--- src/rtl/aes_arb_pkg.sv ---
// Shared types and constants for the AES-192 job arbiter and related shared-engine front ends.
package aes_arb_pkg;

    localparam int AES_BLK_W = 128;
    localparam logic [1:0] KEY_SEL_ILLEGAL = 2'd3;

    typedef enum logic [1:0] {
        ST_IDLE,
        ST_ISSUE,
        ST_WAIT,
        ST_RESP
    } arb_state_e;

    function automatic logic key_sel_legal(input logic [1:0] key_sel);
        return key_sel != KEY_SEL_ILLEGAL;
    endfunction

endpackage

--- src/rtl/rr_arbiter.sv ---
// Combinational round-robin picker: grants the first eligible index at or after i_ptr, wrapping.
module rr_arbiter #(
    parameter int N_REQ = 4,
    parameter int ID_W  = 2
) (
    input  logic [ID_W-1:0]  i_ptr,
    input  logic [N_REQ-1:0] i_eligible,
    output logic [N_REQ-1:0] o_grant,
    output logic [ID_W-1:0]  o_idx,
    output logic             o_any
);

    int w_best_rank;

    // Rank each requester by its distance from the pointer; the lowest-ranked eligible one wins.
    always_comb begin
        o_idx       = '0;
        o_any       = 1'b0;
        w_best_rank = N_REQ;
        for (int i = 0; i < N_REQ; i++) begin
            if (i_eligible[i] && (((i - int'(i_ptr)) + N_REQ) % N_REQ) < w_best_rank) begin
                w_best_rank = ((i - int'(i_ptr)) + N_REQ) % N_REQ;
                o_idx       = ID_W'(i);
                o_any       = 1'b1;
            end
        end
    end

    assign o_grant = o_any ? (N_REQ'(1) << o_idx) : '0;

endmodule

--- src/rtl/aes192_job_arbiter.sv ---
// Shares one AES-192 engine among N_REQ requesters: round-robin grant, one job in flight,
// start pulse sequencing, watchdog on the completion edge, and an id-tagged response.
module aes192_job_arbiter
    import aes_arb_pkg::*;
#(
    parameter int N_REQ   = 4,
    parameter int ID_W    = 2,
    parameter int TIMEOUT = 64
) (
    input  logic                       clk_i,
    input  logic                       rst_i,
    input  logic [N_REQ-1:0]           req_valid_i,
    output logic [N_REQ-1:0]           req_ready_o,
    input  logic [N_REQ*AES_BLK_W-1:0] req_pt_i,
    input  logic [N_REQ*AES_BLK_W-1:0] req_state_i,
    input  logic [N_REQ*2-1:0]         req_key_sel_i,
    input  logic [N_REQ-1:0]           req_mask_i,
    output logic                       aes_start_o,
    output logic [AES_BLK_W-1:0]       aes_pt_o,
    output logic [AES_BLK_W-1:0]       aes_state_o,
    output logic [1:0]                 aes_key_sel_o,
    input  logic [AES_BLK_W-1:0]       aes_ct_i,
    input  logic                       aes_ct_valid_i,
    output logic                       rsp_valid_o,
    input  logic                       rsp_ready_i,
    output logic [ID_W-1:0]            rsp_id_o,
    output logic [AES_BLK_W-1:0]       rsp_ct_o,
    output logic                       rsp_err_o,
    output logic                       busy_o
);

    localparam int WD_W = $clog2(TIMEOUT) + 1;

    arb_state_e r_state;
    arb_state_e w_state_next;

    logic [ID_W-1:0]      r_ptr;
    logic [ID_W-1:0]      r_id;
    logic [AES_BLK_W-1:0] r_pt;
    logic [AES_BLK_W-1:0] r_st;
    logic [1:0]           r_key;
    logic [AES_BLK_W-1:0] r_ct;
    logic                 r_err;
    logic                 r_ct_valid_q;
    logic [WD_W-1:0]      r_wdog;

    logic [N_REQ-1:0]     w_eligible;
    logic [N_REQ-1:0]     w_grant;
    logic [ID_W-1:0]      w_idx;
    logic                 w_any;
    logic [ID_W-1:0]      w_ptr_next;
    logic [AES_BLK_W-1:0] w_sel_pt;
    logic [AES_BLK_W-1:0] w_sel_st;
    logic [1:0]           w_sel_key;
    logic                 w_complete;
    logic                 w_timeout;

    assign w_eligible = req_valid_i & ~req_mask_i;

    rr_arbiter #(
        .N_REQ (N_REQ),
        .ID_W  (ID_W)
    ) u_rr_arbiter (
        .i_ptr      (r_ptr),
        .i_eligible (w_eligible),
        .o_grant    (w_grant),
        .o_idx      (w_idx),
        .o_any      (w_any)
    );

    always_comb begin
        w_sel_pt  = '0;
        w_sel_st  = '0;
        w_sel_key = '0;
        for (int i = 0; i < N_REQ; i++) begin
            if (w_grant[i]) begin
                w_sel_pt  = req_pt_i[i*AES_BLK_W +: AES_BLK_W];
                w_sel_st  = req_state_i[i*AES_BLK_W +: AES_BLK_W];
                w_sel_key = req_key_sel_i[i*2 +: 2];
            end
        end
    end

    assign w_ptr_next = (int'(w_idx) == N_REQ - 1) ? '0 : w_idx + 1'b1;
    // Only a fresh rising edge completes a job, so a level left high by an earlier job is ignored.
    assign w_complete = aes_ct_valid_i & ~r_ct_valid_q;
    assign w_timeout  = (r_wdog == WD_W'(TIMEOUT - 1));

    always_ff @(posedge clk_i) begin
        if (rst_i) begin
            r_state <= ST_IDLE;
        end else begin
            r_state <= w_state_next;
        end
    end

    always_comb begin
        w_state_next  = r_state;
        req_ready_o   = '0;
        aes_start_o   = 1'b0;
        aes_pt_o      = '0;
        aes_state_o   = '0;
        aes_key_sel_o = '0;
        rsp_valid_o   = 1'b0;
        rsp_id_o      = '0;
        rsp_ct_o      = '0;
        rsp_err_o     = 1'b0;
        busy_o        = 1'b1;
        case (r_state)
            ST_IDLE: begin
                busy_o = 1'b0;
                if (w_any) begin
                    req_ready_o  = w_grant;
                    w_state_next = key_sel_legal(w_sel_key) ? ST_ISSUE : ST_RESP;
                end
            end
            ST_ISSUE: begin
                aes_start_o   = 1'b1;
                aes_pt_o      = r_pt;
                aes_state_o   = r_st;
                aes_key_sel_o = r_key;
                w_state_next  = ST_WAIT;
            end
            ST_WAIT: begin
                aes_pt_o      = r_pt;
                aes_state_o   = r_st;
                aes_key_sel_o = r_key;
                if (w_complete || w_timeout) begin
                    w_state_next = ST_RESP;
                end
            end
            ST_RESP: begin
                rsp_valid_o = 1'b1;
                rsp_id_o    = r_id;
                rsp_ct_o    = r_ct;
                rsp_err_o   = r_err;
                if (rsp_ready_i) begin
                    w_state_next = ST_IDLE;
                end
            end
            default: w_state_next = ST_IDLE;
        endcase
    end

    // Job capture, result capture and watchdog; the edge detector runs every cycle.
    always_ff @(posedge clk_i) begin
        if (rst_i) begin
            r_ptr        <= '0;
            r_id         <= '0;
            r_pt         <= '0;
            r_st         <= '0;
            r_key        <= '0;
            r_ct         <= '0;
            r_err        <= 1'b0;
            r_ct_valid_q <= 1'b0;
            r_wdog       <= '0;
        end else begin
            r_ct_valid_q <= aes_ct_valid_i;
            case (r_state)
                ST_IDLE: begin
                    if (w_any) begin
                        r_id  <= w_idx;
                        r_pt  <= w_sel_pt;
                        r_st  <= w_sel_st;
                        r_key <= w_sel_key;
                        r_ptr <= w_ptr_next;
                        r_ct  <= '0;
                        r_err <= ~key_sel_legal(w_sel_key);
                    end
                end
                ST_ISSUE: begin
                    r_wdog <= '0;
                end
                ST_WAIT: begin
                    if (w_complete) begin
                        r_ct  <= aes_ct_i;
                        r_err <= 1'b0;
                    end else if (w_timeout) begin
                        r_ct  <= '0;
                        r_err <= 1'b1;
                    end else if (r_wdog != '1) begin
                        r_wdog <= r_wdog + 1'b1;
                    end
                end
                default: begin
                end
            endcase
        end
    end

endmodule
--- config.mk ---
export PLATFORM = sky130hd
export DESIGN_NAME = aes192_job_arbiter
export DESIGN_NICKNAME = d
export VERILOG_FILES = /design/src/rtl/aes_arb_pkg.sv /design/src/rtl/rr_arbiter.sv /design/src/rtl/aes192_job_arbiter.sv
export SDC_FILE = /design/constraint.sdc
export NUM_CORES = 1
export LEC_CHECK = 0
export ABC_CLOCK_PERIOD_IN_PS = 7130
export CELL_PAD_IN_SITES_DETAIL_PLACEMENT = 1
export CELL_PAD_IN_SITES_GLOBAL_PLACEMENT = 1
export CORE_AREA = 3 3 609 611
export DETAILED_ROUTE_END_ITERATION = 10
export DIE_AREA = 0 0 612 614
export GPL_TIMING_DRIVEN = 1
export PLACE_DENSITY_LB_ADDON = 0.1
export SETUP_SLACK_MARGIN = 0.5
export SYNTH_ARGS = -nofsm -noshare
export SYNTH_HDL_FRONTEND = slang
export SYNTH_SLANG_ARGS = --single-unit
--- constraint.sdc ---
create_clock -name clk_i -period 7.13 [get_ports clk_i]
set_input_delay 2.139 -clock clk_i [delete_from_list [all_inputs] [get_ports clk_i]]
set_output_delay 2.139 -clock clk_i [all_outputs]
set_load 0.02 [all_outputs]
==> impl_results.md, run 1 <==
* Net count after synthesis at 4400
* CP max-delay cell: ha_4
* Max_slew headroom at 26.6%
* GRT Util Overall at 15.0%
* Register area share after synthesis at 34.6%
* Post-synth EDFFs at 0
* Worst Path Max Fanout at 4
* Synth cell types at 56
* Core footprint at 366000 um2
* Synth Cell Area at 23200 um2
* # hold bufs at CTS at 0
* GP Congestion at 0.808
* DR pass1 iterations at 5
* Layout Area Growth over Synthesis at 110%
* Die Ht at 614 um
* Peak VDD IR at 0.412 mV
* Grt ovf at 0
* Area of placed instances at 45800 um2
* DRC Markers at 0
* CP required at 4.99 ns
* H-tree lvl count at 3
* Pin count of the biggest net entering global routing at 129
* Leak at 15.7 nW
* First-iteration detailed-routing DRC count at 1527
* Crit path DAT at 5.00 ns
* Period utilization at 100%
* Finished Layout Cells at 9658
* Async S/R FF share, synth at 0%
* FF+latch count, synth at 401
* Mapped Cells at 3219
* FMAX at 140 MHz
* DP HPWL at 237000 um
* Clock transition at path regs at 0.05 ns
* Port Buffer Count at 1567
* Ys Warns at 0
* I/O pins at 1568
* Setup TNS at -0.0131 ns
* Commonest cells after routing, fill and taps aside: 1558 x clkdlybuf4s50_1, 756 x nand2_1, 401 x dfxtp_1
* Tmin final at 7.14 ns
* Antenna violations before repair at 243
* Avg Cell Area, Syn at 7.21 um2
* Startpoint class of the critical path: input pin
* Die area at 376000 um2
* Detail-routed net length per standard cell at 30.4 um
* CTS buffer count at 79
* Pwr/cell area at 318 nW/um2
* Worst slew pin tran at 1.10 ns
* Die width at 612 um
* Outcome: finished with violations
* Layout cell share with drive strength beyond 1 at 8.20%
* Final Power at 15.4 mW
* Most common cell after layout, fill and taps aside: clkdlybuf4s50_1
* TritonCTS Sinks at 401
* Final Skew at 0.0760 ns
* Nets at 5931
* Final setup viols at 1
* Final Hold Viols at 0
* Initial Util at 6.35%
* ANT nets after route at 0
* Critical Path Max Stage Delay at 0.30 ns
* # Max-Cap Violations at 0
* Failing checks: setup timing
* HP Class: reg2reg
* Final setup margin at -0.0131 ns
* RSZ-0062 raised after global routing: yes
* Clk buf depth at 4
* Row Count at 222
* Clk Latency, worst-skew pair at 0.80 ns
* First-pass GRT wire length at 372000 um
* Finished Cell Area at 48600 um2
* CP dominant cell by count: ha_4
* Worst path cell trace: buf_6, nand2b_4, buf_4, o21ai_2, a21oi_4, ha_4, o22ai_4, o21ai_4, nand2_2, o21ai_4, ha_4, o31ai_4, a31oi_1, o21ai_2, a21oi_2, buf_4, ha_4, and3_4, buf_12
* Vias per cell at 3.32
* Root Driver: clkbuf_16
* Worst setup EP type: primary output
* Drt total wl at 294000 um
* Number of global-route vias before repair at 34000
* Slew Limit Fails at 0
* Post-placement cell count at 9468
* Setup CP Type: in2out
* CTS tree: done
* Top FF cell, synth: dfxtp_1
* DR vias at 32000
## registers in the layout (all words and copies together) (netlist names)
name          cells
r_st            128
r_key             2
r_ct            128
r_pt            128
r_err             1
r_ct_valid_q      1
r_state           2
r_id              2
r_ptr             2
r_wdog            7
## where the power goes
part,internal [mW],switching (mW)
clock,2.39,1.60
combinational,3.10,5.24
sequential,2.80,0.316
total,8.29,7.15
## per-layer routing
metal	global-route usage, %	vias up	routed length [um]
li1	-	14500	-
met1	16.1	15700	110000
met2	27.9	1191	153000
met3	5.96	461	25300
met4	2.03	142	4540
met5	0	-	897
## per-stage QoR
step	utilization (%)	hold WS (ns)	setup WS [ns]
final	13.3	0.440	-0.0131
after global routing	13.3	0.458	-0.155
after CTS	13.3	0.449	-0.0973
after detailed placement	12.5	0.440	-0.737
after global placement	12.5	0.431	-0.903
after floorplan	-	0.415	0.0994
## cell families after synthesis
group / Yosys count / share of synthesized area, %
AO/OA/AOI/OAI: 935 / 27.9
multiplexers: 1 / 0.0431
XOR/XNOR: 5 / 0.189
flip-flops: 401 / 34.6
AND/OR/NAND/NOR: 1516 / 29.9
buffers and inverters: 352 / 6.88
adder cells (fa/ha/maj): 9 / 0.485
## critical path, delay by kind of cell
kind            cells  cell delay (ns)
compound gates      9             1.18
fa+ha+maj           3             0.68
buf+inv             4             0.51
simple gates        3             0.46
## worst paths after layout
| check | start | to | slack [ns] | depth (start not counted) |
|---|---|---|---|---|
| worst min-delay path | r_wdog[6] | r_wdog[6] | 0.44 | 2 |
| worst max-delay path | req_mask_i[0] | req_ready_o[0] | -0.01 | 19 |
| worst max register to register | r_ptr[0] | r_st[124] | 1.61 | 21 |
| worst min register to register | r_wdog[6] | r_wdog[6] | 0.44 | 2 |
## synthesized netlist by cell type, drive strengths merged (4+ instances only)
master	count	area [um2]
a211oi	185	1400
nand2	761	2860
nor2	202	761
and2	393	2460
buf	102	659
o221ai	256	2240
o21ai	264	1320
inv	14	52.6
ha	9	113
nand3	132	661
a21oi	136	681
dfxtp	401	8030
nor3b	4	35.0
clkbuf	236	886
a221oi	76	666
## timing repair
action	CTS	global route
buffers inserted	14	3
endpoints found under the setup margin	57	4
resized for setup	33	14
pin swaps	17	7
## final cells by class
cell class / instances / area, um2
multi-input cells: 2466 / 13900
diodes: 40 / 100
clock buffers: 118 / 2290
inverters: 14 / 65.1
well taps: 4816 / 6030
fillers: 43000 / 317000
repair buffers: 1788 / 18000
clock inverters: 15 / 230
flip-flops and latches: 401 / 8030
Note: power is estimated with default switching activity, not from simulation.
==> run 2: changes to the inputs <==
--- a/config.mk
+++ b/config.mk
@@ -12,7 +12,7 @@
 export DETAILED_ROUTE_END_ITERATION = 10
 export DIE_AREA = 0 0 612 614
 export GPL_TIMING_DRIVEN = 1
-export PLACE_DENSITY_LB_ADDON = 0.1
+export PLACE_DENSITY = 0.33
 export SETUP_SLACK_MARGIN = 0.5
 export SYNTH_ARGS = -nofsm -noshare
 export SYNTH_HDL_FRONTEND = slang
==> run 2 against run 1 <==
The flow still finishes with violations (setup timing). Critical path depth decreased by 2. Worst hold slack improved by 0.0036 ns. Die area unchanged. Worst setup slack gained 0.0070 ns. Fmax hardly changed. Largest cell class unchanged. First-iteration DRC count up 5.5%. Utilization decreased by 0.21 points.
==> impl_results.md, run 2 (synthesis gave the netlist of run 1 again) <==
* Layout Area Growth over Synthesis at 106%
* R2r startpoint: r_ptr[0]
* CTS buffer count at 76 (-3.8%)
* GRT Util Overall at 16.1% (+1.1 points)
* Psw at 6.86 mW (-4.1%)
* DR vias at 32700 (+2.1%)
* Internal power at 7.99 mW (-3.6%)
* TritonCTS Sinks at 401 (unchanged)
* DR pass1 iterations at 5 (unchanged)
* Grt ovf at 0 (unchanged)
* Clk buf depth at 4 (unchanged)
* Number of global-route vias before repair at 33900 (-0.38%)
* Final setup margin at -0.00600 ns (+0.00705 ns)
* Antenna violations before repair at 286 (+18%)
* Die width at 612 um (unchanged)
* Worst setup EP type: primary output
* Tmin final at 7.14 ns (-0.00705 ns)
* Nets at 5884 (-0.79%)
* HP Start: r_ct[106]
* Largest regs: r_ct: 128 flops, r_pt: 128 flops, r_st: 128 flops
* H-tree lvl count at 3 (unchanged)
* Peak VDD IR at 0.322 mV (-22%)
* Outcome: finished with violations
* Die area at 376000 um2 (unchanged)
* Pin count of the biggest net entering global routing at 135 (+4.7%)
* Most common cell after layout, fill and taps aside: clkdlybuf4s50_1
* CP required at 4.99 ns (about the same)
* Final core occ at 13.1% (-0.21 points)
* CP max-delay cell: ha_1
* Period utilization at 100% (about the same)
* Drt total wl at 317000 um (+7.9%)
* Clk Latency, worst-skew pair at 0.80 ns (about the same)
* Clock Power Share at 24.8% (-1.0 points)
* FMAX at 140 MHz (about the same)
* # Max-Cap Violations at 0 (unchanged)
* Failing checks: setup timing
* End of the worst register-to-register path: r_pt[53]
* DP HPWL at 266000 um (+12%)
* Hold Path Sink: r_ct[106]
* Pwr/cell area at 310 nW/um2 (-2.3%)
* Layout cell share with drive strength beyond 1 at 7.23% (-0.98 points)
* CP dominant cell by count: o21ai_2
* Row Count at 222 (unchanged)
* Setup CP Type: in2out
* Logic pwr share at 54.1% (about the same)
* Root Driver: clkbuf_16
* Worst slew pin tran at 1.15 ns (+0.0489 ns)
* Die Ht at 614 um (unchanged)
* HP Class: reg2reg
* Final setup viols at 1 (unchanged)
* Commonest cells after routing, fill and taps aside: 1558 x clkdlybuf4s50_1, 758 x nand2_1, 401 x dfxtp_1
* Pre-CTS setup slack at -0.727 ns (+0.00953 ns)
* Worst path cell trace: buf_6, and2b_4, nor4_4, a21oi_2, ha_1, o22ai_2, o21ai_2, nand2_1, o21ai_2, ha_4, o31ai_4, a31oi_2, o21ai_2, a21boi_2, ha_2, and3_4, buf_6
* Clock transition at path regs at 0.05 ns (about the same)
* Hold depth at 2 (unchanged)
* DRC Markers at 0 (unchanged)
* Reg power frac at 21.1% (+0.9 points)
* First-iteration detailed-routing DRC count at 1611 (+5.5%)
* Switching Fraction at 46.2% (-0.14 points)
* Final Skew at 0.0778 ns (+0.00181 ns)
* First-pass GRT wire length at 395000 um (+6.2%)
* Crit path DAT at 5.00 ns (about the same)
* Worst Path Max Fanout at 3 (-1)
* Detail-routed net length per standard cell at 33.0 um (+8.4%)
* Startpoint class of the critical path: input pin
* Slew Limit Fails at 0 (unchanged)
* Core footprint at 366000 um2 (unchanged)
* ANT nets after route at 0 (unchanged)
* CTS tree: done
* WP buf/inv at 2 (-2)
* Max_slew headroom at 23.3% (-3.3 points)
* GP Congestion at 0.861 (+6.6%)
* R2R depth at 20 (-4.8%)
* RSZ-0062 raised after global routing: yes
* Final Power at 14.9 mW (-3.8%)
* Final Hold Viols at 0 (unchanged)
* Vias per cell at 3.40 (+2.6%)
* Top Family by Delay on Critical Path: compound AO/OA/AOI/OAI gates
* R2r setup slk at 1.83 ns (+0.22 ns)
* Port Buffer Count at 1567 (unchanged)
* Initial Util at 6.35% (unchanged)
* Leak at 15.3 nW (-2.4%)
* I/O pins at 1568 (unchanged)
* Critical Path Max Stage Delay at 0.35 ns (+0.05 ns)
## run 2: cell types whose count changed in the layout (fill, tap and decap cells not counted), moves of 2 or more
cell,delta
buf_4,-27
buf_12,-17
diode_2,+8
clkbuf_1,-6
clkbuf_16,-4
bufinv_16,-3
clkbuf_8,+2
ha_4,-2
inv_2,+2
nand2_1,+2
nand2_2,-2
o21ai_4,-2
## run 2: worst max path at each step
| stage | slack (ns) | endpoint | from | cells after the start |
|---|---|---|---|---|
| floorplan | 0.1 | req_ready_o[3] | req_mask_i[0] | 19 |
| global placement | -0.94 | req_ready_o[0] | req_valid_i[0] | 17 |
| detailed placement | -0.73 | req_ready_o[0] | req_valid_i[0] | 17 |
| CTS | -0.01 | req_ready_o[0] | req_mask_i[0] | 18 |
| global route | -0.17 | req_ready_o[0] | req_valid_i[1] | 17 |
| finish | -0.006 | req_ready_o[0] | req_valid_i[1] | 17 |
## run 2: repair_timing
item	in CTS	in global routing
hold buffers	0	0
pin swaps	15	12
setup endpoints to repair	60	4
buffers inserted	8	7
resized for setup	41	7
## run 2: final cells by class
class                   count  area (um2)
well taps                4816        6030
clock inverters            12         131
multi-input cells        2466       13800
flip-flops and latches    401        8030
clock buffers             110        2200
diodes                     48         120
repair buffers           1744       17500
inverters                  14        62.6
fillers                 43300      318000
## run 2: stage by stage
stage,instance area [um2],cells,hold WS [ns],TNS (ns)
6_report,47900,9611,0.444,-0.00600
5_1_grt,47800,9580,0.468,-0.254
4_1_cts,47700,9556,0.446,-0.0119
3_5_place_dp,45200,9426,0.438,-59.82
3_3_place_gp,45200,9426,0.429,-111.99
2_1_floorplan,23300,3219,0.415,0
## run 2: per-layer routing
| layer | track usage [%] | part of all wire [%] |
|---|---|---|
| met3 | 6.84 | 9.0 |
| met5 | 0 | 0.48 |
| met4 | 3.00 | 2.2 |
| met1 | 18.0 | 39 |
| met2 | 28.6 | 50 |
## run 2: worst min-delay path, stage by stage (launching register included)
cell and delay, ns:
dfxtp_1 0.30, nand2_1 0.05, a21oi_1 0.05
## run 2: power by group through the flow
stage | Sequential [mW] | Combinational (mW) | Clock, mW
floorplan | 3.01 | 3.83 | 0
global placement | 3.16 | 8.18 | 0
detailed placement | 3.17 | 8.21 | 0
CTS | 3.13 | 8.28 | 3.89
global route | 3.20 | 8.67 | 3.93
finish | 3.13 | 8.04 | 3.68
